$ cat src/rtl/keypad_code_lock_if.sv
// Keypad-side bundle for the code lock: digit/command strobes in, status and pulses out.
interface keypad_code_lock_if #(
  parameter int unsigned DIGIT_W   = 4,
  parameter int unsigned CODE_LEN  = 4,
  parameter int unsigned MAX_TRIES = 3
);
  localparam int unsigned CNT_W = $clog2(CODE_LEN + 1);
  localparam int unsigned TRY_W = $clog2(MAX_TRIES + 1);

  logic               digit_valid;
  logic [DIGIT_W-1:0] digit;
  logic               clear_key;
  logic               set_mode;
  logic               lock_cmd;
  logic               unlocked;
  logic               lockout;
  logic               ok_pulse;
  logic               fail_pulse;
  logic [CNT_W-1:0]   entry_count;
  logic [TRY_W-1:0]   tries_left;

  // Keypad scanner / top-level side.
  modport master (
    output digit_valid, digit, clear_key, set_mode, lock_cmd,
    input  unlocked, lockout, ok_pulse, fail_pulse, entry_count, tries_left
  );

  // Lock controller side.
  modport slave (
    input  digit_valid, digit, clear_key, set_mode, lock_cmd,
    output unlocked, lockout, ok_pulse, fail_pulse, entry_count, tries_left
  );
endinterface

$ cat src/rtl/keypad_code_lock.sv
// Code-entry controller: checks a CODE_LEN-digit entry against a stored code, counts failed
// attempts, enforces a timed lockout and allows re-programming the code while open.
module keypad_code_lock #(
  parameter int unsigned CODE_LEN       = 4,
  parameter int unsigned DIGIT_W        = 4,
  parameter int unsigned MAX_TRIES      = 3,
  parameter int unsigned LOCKOUT_CYCLES = 36_000_000,
  parameter int unsigned IDLE_CYCLES    = 60_000_000,
  parameter logic [CODE_LEN*DIGIT_W-1:0] DEFAULT_CODE = 16'h1234
) (
  input logic                hwclk,
  input logic                reset,
  keypad_code_lock_if.slave  bus
);

  localparam int unsigned CODE_W = CODE_LEN * DIGIT_W;
  localparam int unsigned CNT_W  = $clog2(CODE_LEN + 1);
  localparam int unsigned TRY_W  = $clog2(MAX_TRIES + 1);
  localparam int unsigned TMR_W  = 32;

  typedef enum logic [1:0] {
    S_LOCKED,
    S_OPEN,
    S_NEWCODE,
    S_LOCKOUT
  } state_t;

  state_t              state_q, state_d;
  logic [CODE_W-1:0]   code_q, code_d;
  logic [CODE_W-1:0]   shadow_q, shadow_d;
  logic [CNT_W-1:0]    entry_q, entry_d;
  logic                mismatch_q, mismatch_d;
  logic [TRY_W-1:0]    tries_q, tries_d;
  logic [TMR_W-1:0]    lock_cnt_q, lock_cnt_d;
  logic [TMR_W-1:0]    idle_q, idle_d;
  logic                ok_q, ok_d;
  logic                fail_q, fail_d;
  logic                unlocked_q, unlocked_d;
  logic                lockout_q, lockout_d;

  logic [DIGIT_W-1:0]  exp_digit_c;
  logic                digit_bad_c;
  logic                last_digit_c;
  logic                partial_c;
  logic                idle_expired_c;
  logic [CODE_W-1:0]   shadow_next_c;

  // Stored-code digit selected by the current entry position (digit 0 in the MS bits).
  always_comb begin
    exp_digit_c = '0;
    for (int unsigned i = 0; i < CODE_LEN; i++) begin
      if (32'(entry_q) == i) begin
        exp_digit_c = code_q[(CODE_LEN-1-i)*DIGIT_W +: DIGIT_W];
      end
    end
  end

  assign digit_bad_c    = (bus.digit != exp_digit_c);
  assign last_digit_c   = (32'(entry_q) == (CODE_LEN - 1));
  assign partial_c      = (entry_q != '0);
  assign idle_expired_c = (idle_q >= TMR_W'(IDLE_CYCLES - 1));
  assign shadow_next_c  = (shadow_q << DIGIT_W) | CODE_W'(bus.digit);

  // State register and all registered outputs; reset restores the default code.
  always_ff @(posedge hwclk) begin
    if (reset) begin
      state_q    <= S_LOCKED;
      code_q     <= DEFAULT_CODE;
      shadow_q   <= '0;
      entry_q    <= '0;
      mismatch_q <= 1'b0;
      tries_q    <= TRY_W'(MAX_TRIES);
      lock_cnt_q <= '0;
      idle_q     <= '0;
      ok_q       <= 1'b0;
      fail_q     <= 1'b0;
      unlocked_q <= 1'b0;
      lockout_q  <= 1'b0;
    end else begin
      state_q    <= state_d;
      code_q     <= code_d;
      shadow_q   <= shadow_d;
      entry_q    <= entry_d;
      mismatch_q <= mismatch_d;
      tries_q    <= tries_d;
      lock_cnt_q <= lock_cnt_d;
      idle_q     <= idle_d;
      ok_q       <= ok_d;
      fail_q     <= fail_d;
      unlocked_q <= unlocked_d;
      lockout_q  <= lockout_d;
    end
  end

  // Next-state, counters and pulse generation; outputs decoded from the next state.
  always_comb begin
    state_d    = state_q;
    code_d     = code_q;
    shadow_d   = shadow_q;
    entry_d    = entry_q;
    mismatch_d = mismatch_q;
    tries_d    = tries_q;
    lock_cnt_d = lock_cnt_q;
    idle_d     = '0;
    ok_d       = 1'b0;
    fail_d     = 1'b0;

    unique case (state_q)
      S_LOCKED: begin
        if (bus.clear_key) begin
          entry_d    = '0;
          mismatch_d = 1'b0;
        end else if (bus.digit_valid) begin
          if (last_digit_c) begin
            entry_d    = '0;
            mismatch_d = 1'b0;
            if (mismatch_q || digit_bad_c) begin
              fail_d  = 1'b1;
              tries_d = (tries_q == '0) ? '0 : tries_q - TRY_W'(1);
              if (tries_q <= TRY_W'(1)) begin
                state_d    = S_LOCKOUT;
                lock_cnt_d = '0;
              end
            end else begin
              ok_d    = 1'b1;
              tries_d = TRY_W'(MAX_TRIES);
              state_d = S_OPEN;
            end
          end else begin
            entry_d    = entry_q + CNT_W'(1);
            mismatch_d = mismatch_q | digit_bad_c;
          end
        end else if (partial_c) begin
          // Abandoned partial entry is dropped without costing a try.
          if (idle_expired_c) begin
            entry_d    = '0;
            mismatch_d = 1'b0;
          end else begin
            idle_d = idle_q + TMR_W'(1);
          end
        end
      end

      S_OPEN: begin
        if (bus.lock_cmd) begin
          state_d = S_LOCKED;
        end else if (bus.set_mode) begin
          state_d    = S_NEWCODE;
          entry_d    = '0;
          mismatch_d = 1'b0;
        end
      end

      S_NEWCODE: begin
        if (bus.lock_cmd) begin
          state_d    = S_LOCKED;
          shadow_d   = '0;
          entry_d    = '0;
          mismatch_d = 1'b0;
        end else if (bus.clear_key) begin
          entry_d = '0;
        end else if (bus.digit_valid) begin
          shadow_d = shadow_next_c;
          if (last_digit_c) begin
            code_d  = shadow_next_c;
            entry_d = '0;
            ok_d    = 1'b1;
            state_d = S_OPEN;
          end else begin
            entry_d = entry_q + CNT_W'(1);
          end
        end else if (partial_c) begin
          if (idle_expired_c) begin
            entry_d = '0;
          end else begin
            idle_d = idle_q + TMR_W'(1);
          end
        end
      end

      S_LOCKOUT: begin
        if (lock_cnt_q >= TMR_W'(LOCKOUT_CYCLES - 1)) begin
          state_d    = S_LOCKED;
          tries_d    = TRY_W'(MAX_TRIES);
          lock_cnt_d = '0;
        end else begin
          lock_cnt_d = lock_cnt_q + TMR_W'(1);
        end
      end

      default: state_d = S_LOCKED;
    endcase

    unlocked_d = (state_d == S_OPEN) || (state_d == S_NEWCODE);
    lockout_d  = (state_d == S_LOCKOUT);
  end

  assign bus.unlocked    = unlocked_q;
  assign bus.lockout     = lockout_q;
  assign bus.ok_pulse    = ok_q;
  assign bus.fail_pulse  = fail_q;
  assign bus.entry_count = entry_q;
  assign bus.tries_left  = tries_q;

endmodule

$ cat src/flat_wrapper.sv
// flat-port wrapper written by rule: the top's interface ports become plain ports
module keypad_code_lock_flat 
#(
  parameter int unsigned CODE_LEN       = 4,
  parameter int unsigned DIGIT_W        = 4,
  parameter int unsigned MAX_TRIES      = 3,
  parameter int unsigned LOCKOUT_CYCLES = 36_000_000,
  parameter int unsigned IDLE_CYCLES    = 60_000_000,
  parameter logic [CODE_LEN*DIGIT_W-1:0] DEFAULT_CODE = 16'h1234
)
  (hwclk, reset, bus_digit_valid, bus_digit, bus_clear_key, bus_set_mode, bus_lock_cmd, bus_unlocked, bus_lockout, bus_ok_pulse, bus_fail_pulse, bus_entry_count, bus_tries_left);
  keypad_code_lock_if #(.DIGIT_W(DIGIT_W), .CODE_LEN(CODE_LEN), .MAX_TRIES(MAX_TRIES)) bus_i ();
  input logic hwclk;
  input logic reset;
  input wire logic [$bits(bus_i.digit_valid)-1:0] bus_digit_valid;
  input wire logic [$bits(bus_i.digit)-1:0] bus_digit;
  input wire logic [$bits(bus_i.clear_key)-1:0] bus_clear_key;
  input wire logic [$bits(bus_i.set_mode)-1:0] bus_set_mode;
  input wire logic [$bits(bus_i.lock_cmd)-1:0] bus_lock_cmd;
  output wire logic [$bits(bus_i.unlocked)-1:0] bus_unlocked;
  output wire logic [$bits(bus_i.lockout)-1:0] bus_lockout;
  output wire logic [$bits(bus_i.ok_pulse)-1:0] bus_ok_pulse;
  output wire logic [$bits(bus_i.fail_pulse)-1:0] bus_fail_pulse;
  output wire logic [$bits(bus_i.entry_count)-1:0] bus_entry_count;
  output wire logic [$bits(bus_i.tries_left)-1:0] bus_tries_left;
  assign bus_i.digit_valid = bus_digit_valid;
  assign bus_i.digit = bus_digit;
  assign bus_i.clear_key = bus_clear_key;
  assign bus_i.set_mode = bus_set_mode;
  assign bus_i.lock_cmd = bus_lock_cmd;
  assign bus_unlocked = bus_i.unlocked;
  assign bus_lockout = bus_i.lockout;
  assign bus_ok_pulse = bus_i.ok_pulse;
  assign bus_fail_pulse = bus_i.fail_pulse;
  assign bus_entry_count = bus_i.entry_count;
  assign bus_tries_left = bus_i.tries_left;
  keypad_code_lock #(.CODE_LEN(CODE_LEN), .DIGIT_W(DIGIT_W), .MAX_TRIES(MAX_TRIES), .LOCKOUT_CYCLES(LOCKOUT_CYCLES), .IDLE_CYCLES(IDLE_CYCLES), .DEFAULT_CODE(DEFAULT_CODE)) u_core (.hwclk(hwclk), .reset(reset), .bus(bus_i));
endmodule
$ cat config.mk
export PLATFORM = sky130hd
export DESIGN_NAME = keypad_code_lock_flat
export DESIGN_NICKNAME = d
export VERILOG_FILES = /design/src/rtl/keypad_code_lock_if.sv /design/src/rtl/keypad_code_lock.sv /design/src/flat_wrapper.sv
export SDC_FILE = /design/constraint.sdc
export NUM_CORES = 1
export LEC_CHECK = 0
export BUFFER_PORTS_ARGS = -buffer_cell sky130_fd_sc_hd__buf_2
export CAP_MARGIN = 20
export CORE_MARGIN = 2
export CORE_UTILIZATION = 25
export DETAILED_ROUTE_END_ITERATION = 12
export PLACE_DENSITY_LB_ADDON = 0.08
export SYNTH_ARGS = -nofsm -noshare
export SYNTH_HDL_FRONTEND = slang
export SYNTH_SLANG_ARGS = --single-unit
$ cat constraint.sdc
create_clock -name hwclk -period 2.2 [get_ports hwclk]
set_clock_uncertainty 0.1 [all_clocks]
set_input_delay 0.33 -clock hwclk [delete_from_list [all_inputs] [get_ports hwclk]]
set_output_delay 0.33 -clock hwclk [all_outputs]
set_load 0.02 [all_outputs]
==> Yosys cells after proc, flatten, opt, wreduce, memory -nomap -nowiden <==
Cells that the tools add are included.
{ "classes": {"add_sub_neg": 4, "n_lt_le_gt_ge": 3, "eq_ne": 22, "n_mux": 68, "bitwise": 7, "n_reduce_logical": 16} }
{ "op_table": {"columns": ["operator", "n"], "rows": [
  ["two-way mux 32 bit", 11],
  ["case mux 32 bit (2 select lines)", 2],
  ["adder 32 x 1 -> 32 bit, second input constant", 2],
  ["greater-or-equal comparator 32 x 26 -> 1 bit, second input constant", 2],
  ["two-way mux 12 bit", 3],
  ["two-way mux 2 bit", 18],
  ["two-way mux 3 bit", 8],
  ["two-way mux 1 bit", 17],
  ["two-way mux 4 bit", 4],
  ["OR 16 x 4 -> 16 bit", 1],
  ["AND reduction 6 bit", 2],
  ["!= test 2 x 1 -> 1 bit, second input constant", 5],
  ["!= test 2 bit, second input constant", 5],
  ["AND reduction 5 bit", 2],
  ["case mux 3 bit (3 select lines)", 1],
  ["== test 2 bit, second input constant", 4],
  ["!= test 4 x 3 -> 1 bit, second input constant", 2],
  ["case mux 2 bit (4 select lines)", 1],
  ["== test 3 x 2 -> 1 bit, second input constant", 2],
  ["AND reduction 3 bit", 2],
  ["nonzero test 3 bit", 2],
  ["inverter 1 bit", 5],
  ["OR reduction 5 bit", 1],
  ["== test 2 x 1 -> 1 bit, second input constant", 2],
  ["13 further kinds", 16]
]} }
{ "totals": {"reg_bits": 104, "input_bits": 10, "output_inout_bits": 9, "wordCells": 132} }

==> Longest topological paths before layout <==
{ "depth": {"word_depth": 14, "depth_mapped": 11} }

==> Worst setup path after synthesis <==
OpenSTA, ideal clock, no wires.
{ "synth_path": {"path_kind": "register to register", "startpoint": "register u_core.entry_q[0] (netlist: u_core.bus.entry_count[0])", "endpoint": "register u_core.unlocked_q (netlist: u_core.bus.unlocked)", "setup_time_ns": 0.128, "t_arrival_ns": 2.400, "path_slack_ns": -0.428, "stages_incl_launch_ff": 11, "n_path_buf": 0, "period_less_slack_ns": 2.628, "path_cell_list": "dfxtp_1 > inv_1 > ha_1 > nor2b_1 > nor3_1 > a32oi_1 > xnor2_1 > nor3_1 > a211oi_1 > ha_1 > nor2b_1"} }
{ "synth_between": {"elab_chain_len": 14} }
{ "synth_lines": {"columns": ["element", "line_no", "rtl"], "rows": [
  ["start, declared", "keypad_code_lock.sv:31", "logic [CNT_W-1:0] entry_q, entry_d;"],
  ["start signal, assigned", "keypad_code_lock.sv:83", "entry_q <= entry_d;"],
  ["logical NOT 3 bit", "keypad_code_lock.sv:52", "if (32'(entry_q) == i) begin"],
  ["two-way mux 4 bit (4 in a row)", "keypad_code_lock.sv:52", null],
  ["!= test 4 bit", "keypad_code_lock.sv:58", "assign digit_bad_c = (bus.digit != exp_digit_c);"],
  ["logical OR 1 bit", "keypad_code_lock.sv:117", "if (mismatch_q || digit_bad_c) begin"],
  ["two-way mux 2 bit", "keypad_code_lock.sv:117", null],
  ["two-way mux 2 bit", "keypad_code_lock.sv:114", "if (last_digit_c) begin"],
  ["two-way mux 2 bit", "keypad_code_lock.sv:113", "end else if (bus.digit_valid) begin"],
  ["two-way mux 2 bit", "keypad_code_lock.sv:110", "if (bus.clear_key) begin"],
  ["case mux 2 bit (4 select lines) *", "keypad_code_lock.sv:108", "unique case (state_q)"],
  ["via u_core.state_d[1]", "keypad_code_lock.sv:28", "state_t state_q, state_d;"],
  ["== test 2 x 1 -> 1 bit / == test 2 bit (equally long branches)", "keypad_code_lock.sv:194", "unlocked_d = (state_d == S_OPEN) || (state_d == S_NEWCODE);"],
  ["logical OR 1 bit *", "keypad_code_lock.sv:194", null],
  ["via u_core.unlocked_d", "keypad_code_lock.sv:38", "logic unlocked_q, unlocked_d;"],
  ["end signal, assigned", "keypad_code_lock.sv:90", "unlocked_q <= unlocked_d;"],
  ["end, declared", "keypad_code_lock.sv:38", null]
]} }
Mark *: on every way through the listed nets, which the timed path passes. The rest lies on a longest branch.
A chain may end at the register's enable or synchronous reset.

==> Worst setup path in the final report <==
{ "layout_path": {"startpoint": "register u_core.entry_q[1] (netlist: u_core.bus.entry_count[1])", "endpoint": "register u_core.lock_cnt_q[20]"} }
{ "layout_between": {"elab_chain_len": 9} }
{ "layout_lines": {"columns": ["element", "line_no", "rtl"], "rows": [
  ["logical NOT 3 bit", "keypad_code_lock.sv:52", null],
  ["two-way mux 4 bit (4 in a row)", "keypad_code_lock.sv:52", null],
  ["!= test 4 bit", "keypad_code_lock.sv:58", null],
  ["logical OR 1 bit", "keypad_code_lock.sv:117", null],
  ["!= test 2 x 1 -> 1 bit (no line)", null, null],
  ["AND reduction 6 bit (no line) *", null, null],
  ["end signal, assigned", "keypad_code_lock.sv:86", "lock_cnt_q <= lock_cnt_d;"],
  ["end, declared", "keypad_code_lock.sv:34", "logic [TMR_W-1:0] lock_cnt_q, lock_cnt_d;"]
]} }
Mark *: on every way between the ends. The rest lies on a longest branch, timed or not.

==> key figures <==
Timing
  • Final Cycle Share: 113%
  • Setup TNS: -7.34 ns
  • RSZ-0062 raised after global routing: true
  • Worst setup margin: -0.283 ns
  • Setup Viol. Count Final: 38
  • Final-report hold violation count: 0
  • Worst hold slack: approximately 0.19 ns
  • Slew Limit Fails: 0
  • Max Freq: 403 MHz
  • Clock period minus worst slack: 2.48 ns

Worst setup path
  • Reg2Reg Depth: 11
  • Crit path DAT: 2.63 ns
  • Critical Path End Type: register
  • Req. time, crit path: 2.35 ns
  • Crit path max fanout: 9
  • WS Path Type: register to register
  • Startpoint types: register

Logic synthesis
  • Syn avg cell area: ~8.4 um^2
  • Ys Warns: 0
  • Ys flop type: dfxtp_1
  • Sequential area share after synthesis: 40.9%
  • Post-synthesis cell type count: between 60 and 70
  • Yosys reg bits: 104
  • Number of flops mapped to enable cells by yosys: 0
  • Async SR Flop Fraction: 0%
  • Post-Syn Instances: 609
  • Synth Cell Area: between 5000 and 6000 um^2

Place
  • DP HPWL: a little over 10 mm
  • Placed instance count: 985
  • DP Area: 6370 um^2
  • Gp weighted congestion: 0.762
  • I/O Buffers: 18

Clocking
  • Clk root buf: clkbuf_16
  • Clock-pin slew on the worst setup and hold paths: 0.07 ns
  • Worst skew pair latency: 0.35 ns
  • CTS tree: yes
  • H-tree lvl count: 3
  • Clock tree sinks: roughly 100
  • Cts bufs inserted: 9
  • Hold-fix buffers at CTS: 0
  • Max Buffers Root-to-Sink: 2

GRT
  • Vias in the first global route: between 4,000 and 5,000
  • Total GRT Usage: 13.7%
  • First-pass GRT wire length: ~24 mm
  • Gr ovfl total: 0
  • Pin count of the biggest net entering global routing: 27
  • Initial antenna violation count: 1

Outcome
  • Violated checks: setup timing
  • Status: finished, violations left

Drt
  • Drt wl/cell: roughly 14 um
  • Post-route ant nets: 0
  • Detailed-route via count: 4,686
  • Post-Route WL: 14.4 mm
  • Post-route DRC: 0
  • Vias per inst: 4.64
  • DR pass1 iterations: 4
  • Initial DRC count: approximately 240

Floorplanning
  • Die Ht: 147 um
  • Die W: around 150 um
  • Initial Util: 25.3%
  • Row Count: 52
  • Die area: 21,500 um^2
  • Core Footprint: 20,100 um^2
  • I/O pin total: 19

Finish
  • # nets final: 756
  • Fraction of final layout cells with drive strength greater than 1: 30.3%
  • Final instance area: about 7000 um^2
  • ANT cells: 0
  • Fin cells: 1,010
  • Area growth syn-to-layout: 38.4%

Power and ir drop
  • Cell Pwr Density: 585 nW/um^2
  • Static leakage: 2.59 nW
  • VDD IR max: 0.387 mV

Min path
  • Hold Path Class: input port to register
  • Hold path cells: 3

Run
  • Max Cap Viol: 0
[layout make-up]
cell class	instances	area (um^2)
clock buffer	11	233
multi-input combinational	453	3100
clock inverter	5	63.8
timing repair buffer	141	1110
sequential	104	2100
fill	2035	13100
inverter	26	103
tap	270	338
[flip-flops by register name, summed over array words and instances (netlist names)]
register                cells
u_core.state_q              2
u_core.bus.ok_pulse         1
u_core.mismatch_q           1
u_core.code_q              16
u_core.bus.tries_left       2
u_core.bus.entry_count      3
u_core.shadow_q            12
u_core.bus.unlocked         1
u_core.bus.lockout          1
u_core.bus.fail_pulse       1
u_core.idle_q              32
u_core.lock_cnt_q          32
[cells by family (layout without fill, tap and decap cells)]
logic type,Yosys count,count (layout),synth area share (%)
flip-flops,104,104,40.9
AND/OR/NAND/NOR,271,271,26.7
XOR/XNOR,27,27,4.65
adder cells (fa/ha/maj),11,11,2.71
other,1,6,0.0737
buffers and inverters,57,183,4.94
AO/OA/AOI/OAI,136,136,19.6
multiplexers,2,2,0.418
[critical path, cell delays in order (launching register included)]
cell	delay, ns
dfxtp_4	0.37
inv_4	0.08
ha_4	0.17
and3b_1	0.20
o2111ai_1	0.18
a21oi_1	0.10
a21oi_2	0.12
buf_6	0.13
o41ai_4	0.09
or3_4	0.39
buf_12	0.17
o41ai_4	0.28
[routing by layer]
layer	wire length (um)	track usage (%)	vias up
li1	-	-	2410
met5	7	0	-
met2	6680	22.1	36
met4	171	3.79	2
met3	398	3.06	14
met1	7180	18.5	2224
[layout by cell type (no fill, tap or decap), drive strengths merged, types with 5 or more instances in the layout]
master | Yosys | final
buf | 15 | 140
dfxtp | 104 | 104
nor2 | 75 | 75
nand2 | 61 | 61
a21oi | 40 | 40
nand3 | 34 | 34
inv | 25 | 27
o211ai | 23 | 23
xnor2 | 17 | 17
nor2b | 16 | 16
o21ai | 16 | 16
nor3 | 14 | 14
o31ai | 14 | 14
nand4 | 13 | 13
a22oi | 13 | 13
clkbuf | 16 | 12
ha | 11 | 11
nand2b | 10 | 10
xor2 | 10 | 10
and3 | 8 | 8
conb | 1 | 6
nor4 | 6 | 6
and2 | 5 | 5
or3 | 5 | 5
[where the power goes]
group          total [mW]  internal, mW  leakage, nW  switching, mW
clock network        1.67         0.896        0.141          0.775
logic               0.517         0.251         1.61          0.266
registers            1.93          1.90        0.844         0.0273
total                4.12          3.05         2.59           1.07
[cell usage after synthesis, types with 3 or more instances]
| cell | n | area share, % |
|---|---|---|
| nand3_1 | 33 | 3.2 |
| and2_1 | 5 | 0.62 |
| and3_1 | 8 | 0.98 |
| or3_1 | 5 | 0.62 |
| a21oi_1 | 40 | 3.9 |
| nand2_1 | 61 | 4.5 |
| o31ai_1 | 8 | 1.2 |
| o21a_1 | 3 | 0.44 |
| o31ai_2 | 4 | 0.98 |
| buf_2 | 11 | 1.1 |
| nor2b_1 | 16 | 2.0 |
| nor3b_1 | 4 | 0.59 |
| o21ai_1 | 4 | 0.39 |
| o41ai_2 | 3 | 0.96 |
| nand4_1 | 13 | 1.6 |
| xnor2_1 | 17 | 2.9 |
| o21ai_0 | 11 | 1.1 |
| ha_1 | 11 | 2.7 |
| nor2_1 | 75 | 5.5 |
| inv_1 | 24 | 1.8 |
| nand2b_1 | 10 | 1.2 |
| nand3b_1 | 3 | 0.44 |
| a31oi_1 | 4 | 0.49 |
| xor2_1 | 10 | 1.7 |
| dfxtp_1 | 104 | 41 |
| a22oi_1 | 13 | 1.9 |
| nor3_1 | 14 | 1.4 |
| or4_1 | 4 | 0.59 |
| o211ai_1 | 23 | 3.4 |
| clkbuf_1 | 15 | 1.1 |
| and4_1 | 3 | 0.52 |
| nor4_1 | 6 | 0.74 |
[per-stage QoR]
step	utilization, %	worst slack (ns)	total power [mW]
after global routing	35.0	-0.407	4.32
after detailed placement	31.7	-0.354	2.39
after CTS	33.6	-0.290	4.15
final	35.0	-0.283	4.12
after floorplan	-	-0.137	2.23
after global placement	31.7	-0.336	2.39
[final timing paths]
kind,start,endpoint,slack (ns)
max,u_core.bus.entry_count[1],u_core.lock_cnt_q[20],-0.28
min,bus_digit[1],u_core.code_q[1],0.19
max reg2reg,u_core.bus.entry_count[1],u_core.lock_cnt_q[20],-0.28
min reg2reg,u_core.shadow_q[9],u_core.code_q[13],0.36
[timing repair]
| item | CTS | global route |
|---|---|---|
| buffers inserted | 3 | 6 |
| cloned | 0 | 1 |
| gates resized for setup | 16 | 41 |
| pin swaps | 13 | 14 |
| setup endpoints to repair | 67 | 69 |
(Power assumes the default switching activity.)
